==> config.mk <==
export PLATFORM = sky130hd
export DESIGN_NAME = abp_sender_transmitter
export DESIGN_NICKNAME = d
export VERILOG_FILES = /design/src/rtl/abp_pkg.sv /design/src/rtl/abp_timeout_timer.sv /design/src/rtl/abp_sender_transmitter.sv
export SDC_FILE = /design/constraint.sdc
export NUM_CORES = 1
export LEC_CHECK = 0
export CORE_MARGIN = 2
export CORE_UTILIZATION = 33
export CTS_BUF_LIST = sky130_fd_sc_hd__clkbuf_16
export CTS_CLUSTER_DIAMETER = 30
export DETAILED_ROUTE_END_ITERATION = 16
export SETUP_SLACK_MARGIN = 0.02
export SYNTH_ARGS = -nofsm -noshare
export SYNTH_HDL_FRONTEND = slang
export SYNTH_SLANG_ARGS = --single-unit
==> constraint.sdc <==
create_clock -name aclk -period 4 [get_ports aclk]
set_input_delay 0.4 -clock aclk [delete_from_list [all_inputs] [get_ports aclk]]
set_output_delay 0.4 -clock aclk [all_outputs]
set_load 0.02 [all_outputs]
==> src/rtl/abp_pkg.sv <==
// Shared Alternating Bit Protocol definitions: packet layout and transmitter FSM states.
// Used by both the sender transmitter and the receiver.
package abp_pkg;

    localparam int ABP_PKT_BYTES = 9;
    localparam int ABP_CTRL_IDX  = 8;
    localparam int ABP_SEQ_POS   = 0;

    typedef enum logic [1:0] {
        TX_IDLE,
        TX_SEND,
        TX_WAIT_ACK
    } abp_tx_state_t;

endpackage

==> src/rtl/abp_timeout_timer.sv <==
// Up-counter for the ACK wait window.
// It expires on the cycle the count reaches TIMEOUT_CYCLES-1 while enabled.
module abp_timeout_timer #(
    parameter int TIMEOUT_CYCLES = 1024
) (
    input  logic aclk,
    input  logic aresetn,
    input  logic clear,
    input  logic enable,
    output logic expire
);

    localparam int TW = $clog2(TIMEOUT_CYCLES);
    localparam logic [TW-1:0] LAST_COUNT = TW'(TIMEOUT_CYCLES - 1);

    logic [TW-1:0] count_q, count_d;

    // NOTE: give every always_comb output a default first so no path leaves it unassigned (latch).
    always_comb begin
        count_d = count_q;
        if (clear) begin
            count_d = '0;
        end else if (enable) begin
            count_d = count_q + TW'(1);
        end
    end

    // NOTE: state flops use <= so every flop samples pre-edge values regardless of block order.
    always_ff @(posedge aclk or negedge aresetn) begin
        if (!aresetn) begin
            count_q <= '0;
        end else begin
            count_q <= count_d;
        end
    end

    assign expire = enable && (count_q == LAST_COUNT);

endmodule

==> src/rtl/abp_sender_transmitter.sv <==
// ABP sender: serialises a 64-bit value plus a sequence byte as a 9-byte AXI4-Stream packet.
// It then waits for the matching ACK, retransmitting on timeout up to MAX_RETRIES times.
module abp_sender_transmitter
    import abp_pkg::*;
#(
    parameter int TIMEOUT_CYCLES = 1024,
    parameter int MAX_RETRIES    = 15
) (
    input  logic        aclk,
    input  logic        aresetn,
    input  logic        send_valid,
    output logic        send_ready,
    input  logic [63:0] send_value,
    output logic        m_axis_tvalid,
    input  logic        m_axis_tready,
    output logic        m_axis_tlast,
    output logic [7:0]  m_axis_tdata,
    input  logic        ack_valid,
    input  logic        ack_bit,
    output logic        busy,
    output logic        seq_bit,
    output logic        send_done,
    output logic        send_abort
);

    localparam int RW = (MAX_RETRIES > 0) ? $clog2(MAX_RETRIES + 1) : 1;
    localparam logic [RW-1:0] RETRY_LIMIT = RW'(MAX_RETRIES);
    localparam logic [3:0]    CTRL_IDX    = 4'(ABP_CTRL_IDX);

    abp_tx_state_t state_q, state_d;
    logic [63:0]   value_q, value_d;
    logic [3:0]    idx_q, idx_d;
    logic          seq_q, seq_d;
    logic [RW-1:0] retry_q, retry_d;
    logic          done_q, done_d;
    logic          abort_q, abort_d;

    logic          timer_expire;
    logic          ack_match;
    logic [7:0]    ctrl_byte;

    abp_timeout_timer #(
        .TIMEOUT_CYCLES(TIMEOUT_CYCLES)
    ) u_timer (
        .aclk    (aclk),
        .aresetn (aresetn),
        .clear   (state_q != TX_WAIT_ACK),
        .enable  (state_q == TX_WAIT_ACK),
        .expire  (timer_expire)
    );

    assign ack_match = ack_valid && (ack_bit == seq_q);

    always_comb begin
        state_d = state_q;
        value_d = value_q;
        idx_d   = idx_q;
        seq_d   = seq_q;
        retry_d = retry_q;
        done_d  = 1'b0;
        abort_d = 1'b0;
        unique case (state_q)
            TX_IDLE: begin
                if (send_valid) begin
                    value_d = send_value;
                    idx_d   = '0;
                    retry_d = '0;
                    state_d = TX_SEND;
                end
            end
            TX_SEND: begin
                if (m_axis_tready) begin
                    if (idx_q == CTRL_IDX) begin
                        state_d = TX_WAIT_ACK;
                    end else begin
                        idx_d = idx_q + 4'd1;
                    end
                end
            end
            TX_WAIT_ACK: begin
                // A matching ACK takes priority over a simultaneous timeout.
                if (ack_match) begin
                    done_d  = 1'b1;
                    seq_d   = ~seq_q;
                    retry_d = '0;
                    state_d = TX_IDLE;
                end else if (timer_expire) begin
                    if ((MAX_RETRIES != 0) && (retry_q == RETRY_LIMIT)) begin
                        abort_d = 1'b1;
                        retry_d = '0;
                        state_d = TX_IDLE;
                    end else begin
                        if (retry_q != '1) begin
                            retry_d = retry_q + RW'(1);
                        end
                        idx_d   = '0;
                        state_d = TX_SEND;
                    end
                end
            end
            default: state_d = TX_IDLE;
        endcase
    end

    always_ff @(posedge aclk or negedge aresetn) begin
        if (!aresetn) begin
            state_q <= TX_IDLE;
            value_q <= '0;
            idx_q   <= '0;
            seq_q   <= 1'b0;
            retry_q <= '0;
            done_q  <= 1'b0;
            abort_q <= 1'b0;
        end else begin
            state_q <= state_d;
            value_q <= value_d;
            idx_q   <= idx_d;
            seq_q   <= seq_d;
            retry_q <= retry_d;
            done_q  <= done_d;
            abort_q <= abort_d;
        end
    end

    always_comb begin
        ctrl_byte              = '0;
        ctrl_byte[ABP_SEQ_POS] = seq_q;
        m_axis_tdata           = '0;
        if (state_q == TX_SEND) begin
            m_axis_tdata = (idx_q == CTRL_IDX) ? ctrl_byte
                                               : value_q[{idx_q[2:0], 3'b000} +: 8];
        end
    end

    // Gated by aresetn so the app sees no ready while the block is held in reset.
    assign send_ready    = aresetn && (state_q == TX_IDLE);
    assign m_axis_tvalid = (state_q == TX_SEND);
    assign m_axis_tlast  = (state_q == TX_SEND) && (idx_q == CTRL_IDX);
    assign busy          = (state_q != TX_IDLE);
    assign seq_bit       = seq_q;
    assign send_done     = done_q;
    assign send_abort    = abort_q;

endmodule

==> metrics <==
Via Count=2660; Sink Count=87; Post-Layout Inst Area=5390 um^2; Final ANT Viol Nets=0; die area=13200 um^2; post-route clock period utilization=82.7%; H-tree levels=3; syn_nets=371; I/O pins=85; RSZ-0062 raised after global routing=false; number of instances in the placed design=520; Worst Setup SP=idx_q[0]; Max FO, Critical Path=15; critical path class=flop to output pin; register area share after synthesis=53.6%; P_int=2.62 mW; Final Setup Violations=0; Synth Flop Type=dfrtp_1; worst r2r src=idx_q[0]; vias in the first global route=2821; Ys Warns=0; clock group share of total power=23.1%; Longest Clk Path Bufs=2; GRT Total Usage=14.2%; Switching Share=32.3%; Row Count=40; core area=12000 um^2; Setup WS pre-CTS=1.05 ns; first-pass GRT wire length=14200 um; Ant. Diodes=0; Root Driver=clkbuf_16; GRT overflow=0; switching pwr=1.25 mW; PostCTS Resize Cnt=0; maxcap violations=0; clk slew on worst S/H paths=0.06 ns; Worst Setup Start Kind=flop; number of distinct library cells after synthesis=45; input/output buffers=84; Setup crit end kind=output pin; Worst EP arrival=2.91 ns; Post-synth EDFFs=0; Worst VDD drop=0.455 mV; # nets final=458; r2r endpoint=idx_q[0]; flops & latches, synth=87; Syn-to-layout area delta=32.7%; Remaining DRCs=0; pwr dens=718 nW/um^2; CTS buffer count=9; CTS Hold Bufs=0; fmax=302 MHz; largest net degree at the start of global routing=88; ys async rst share=100%; Max Slew Vio Count=0; Fin Setup TNS=0 ns; slew of the pin with the lowest slew margin=1.10 ns; DP HPWL=6460 um; hold slack final=0.375 ns; Worst R2R Path Depth=6; setup slack, reg-to-reg=1.52 ns; most common cell after layout, fill and taps aside=dfrtp_1; Avg Inst Size Synth=13.7 um^2; Vias/cell=4.96; Die X=115 um; status=complete, no violations; sequential share of power=38.9%; placed inst area=5070 um^2; Worst Path Required=3.60 ns; Mapped Area=4060 um^2; Cells after Synth=297; final worst slack=0.690 ns; Post-Layout Cell Count=536; post-CTS setup buffers=0; DR WL/cell=16.4 um; CTS tree=done; 1st-iter DRT viols=70; Hold Crit Class=input pin to async pin; worst skew pair latency=0.33 ns; clk_skew=0.00963 ns; Final min period=3.31 ns; Hold Vio Cnt, Final=0; Routed WL=8810 um; Die H=115 um; Initial Util=33.8%; drt pass-1 iters=4; gpl congestion=0.806; share of layout cells above drive strength 1=11.1%; combinational share of power=38.0%; initial antenna violation count=0; Static Leak=2.22 nW; worst rel slew slack=27.0%; commonest cells after routing, fill and taps aside=dfrtp_1 (87), clkdlybuf4s50_1 (83), mux2_1 (64)
-- sequential cells by signal, summed over array words and instances (netlist names) --
signal / cells
idx_q: 4
retry_q: 4
send_abort: 1
send_done: 1
seq_bit: 1
state_q: 2
u_timer.count_q: 10
value_q: 64
-- power by group through the flow --
stage          Clock (mW)  Combinational (mW)  Sequential, mW
3_5_place_dp            0                1.48            1.53
3_3_place_gp            0                1.45            1.53
5_1_grt             0.959                1.59            1.56
4_1_cts             0.920                1.49            1.51
6_report            0.893                1.47            1.51
2_1_floorplan           0                1.05            1.37
-- worst max-delay path, stage by stage, from the launching register on --
cell	delay, ns
dfrtp_1	0.86
inv_1	0.14
ha_1	0.23
nand3b_1	0.23
nand2_1	0.27
nor2_1	0.21
clkdlybuf4s50_1	0.64
-- layer usage --
layer  track usage, %  wire length (um)  up-vias
li1                 -                 -     1257
met1             18.3              3820     1314
met2             22.6              4180       74
met3             4.53               630       15
met4             5.30               177        0
met5                0                 0        -
-- metrics by stage --
stage          total power [mW]  utilization (%)
2_1_floorplan              2.43                -
3_3_place_gp               2.98             42.2
3_5_place_dp               3.01             42.2
4_1_cts                    3.93             44.9
5_1_grt                    4.12             44.9
6_report                   3.87             44.9
-- synthesized netlist by cell type, types with 3 or more instances --
master | count | area, um^2
a21oi_1 | 4 | 20.0
and3_1 | 4 | 25.0
buf_2 | 9 | 45.0
clkbuf_1 | 3 | 11.3
dfrtp_1 | 87 | 2180
ha_1 | 4 | 50.1
inv_1 | 10 | 37.5
mux2_1 | 64 | 721
mux2i_1 | 9 | 90.1
mux4_2 | 16 | 360
nand2_1 | 5 | 18.8
nand3_1 | 9 | 45.0
nor2_1 | 21 | 78.8
o21ai_0 | 4 | 20.0
or3_1 | 3 | 18.8
xor2_1 | 6 | 52.6
-- how the worst max path moves through the flow --
| stage | cells past startpoint | end | slack, ns |
|---|---|---|---|
| 2_1_floorplan | 8 | idx_q[1] | 1.61 |
| 3_3_place_gp | 6 | m_axis_tdata[4] | 1.07 |
| 3_5_place_dp | 6 | m_axis_tdata[1] | 1.05 |
| 4_1_cts | 6 | m_axis_tdata[1] | 0.67 |
| 5_1_grt | 6 | m_axis_tdata[7] | 0.36 |
| 6_report | 6 | m_axis_tdata[1] | 0.69 |
-- final cells by class --
cell class / instances / area (um^2)
Tap cell: 147 / 184
Sequential cell: 87 / 2180
Multi-Input combinational cell: 186 / 1790
Clock buffer: 9 / 225
Timing Repair Buffer: 89 / 876
Fill cell: 1132 / 6620
Clock inverter: 7 / 96.3
Inverter: 11 / 41.3
-- cells by family (layout without fill, tap and decap cells) --
group / after synthesis / after routing / synth area share, %
muxes: 89 / 89 / 28.8
xor gates and xnor gates: 8 / 8 / 1.72
AOI/OAI and AO/OA: 23 / 23 / 3.97
and+or+nand+nor: 62 / 62 / 8.19
buffers and inverters: 24 / 116 / 2.49
DFF: 87 / 87 / 53.6
adders and majority gates: 4 / 4 / 1.23
Note: power is estimated with default switching activity, not from simulation.
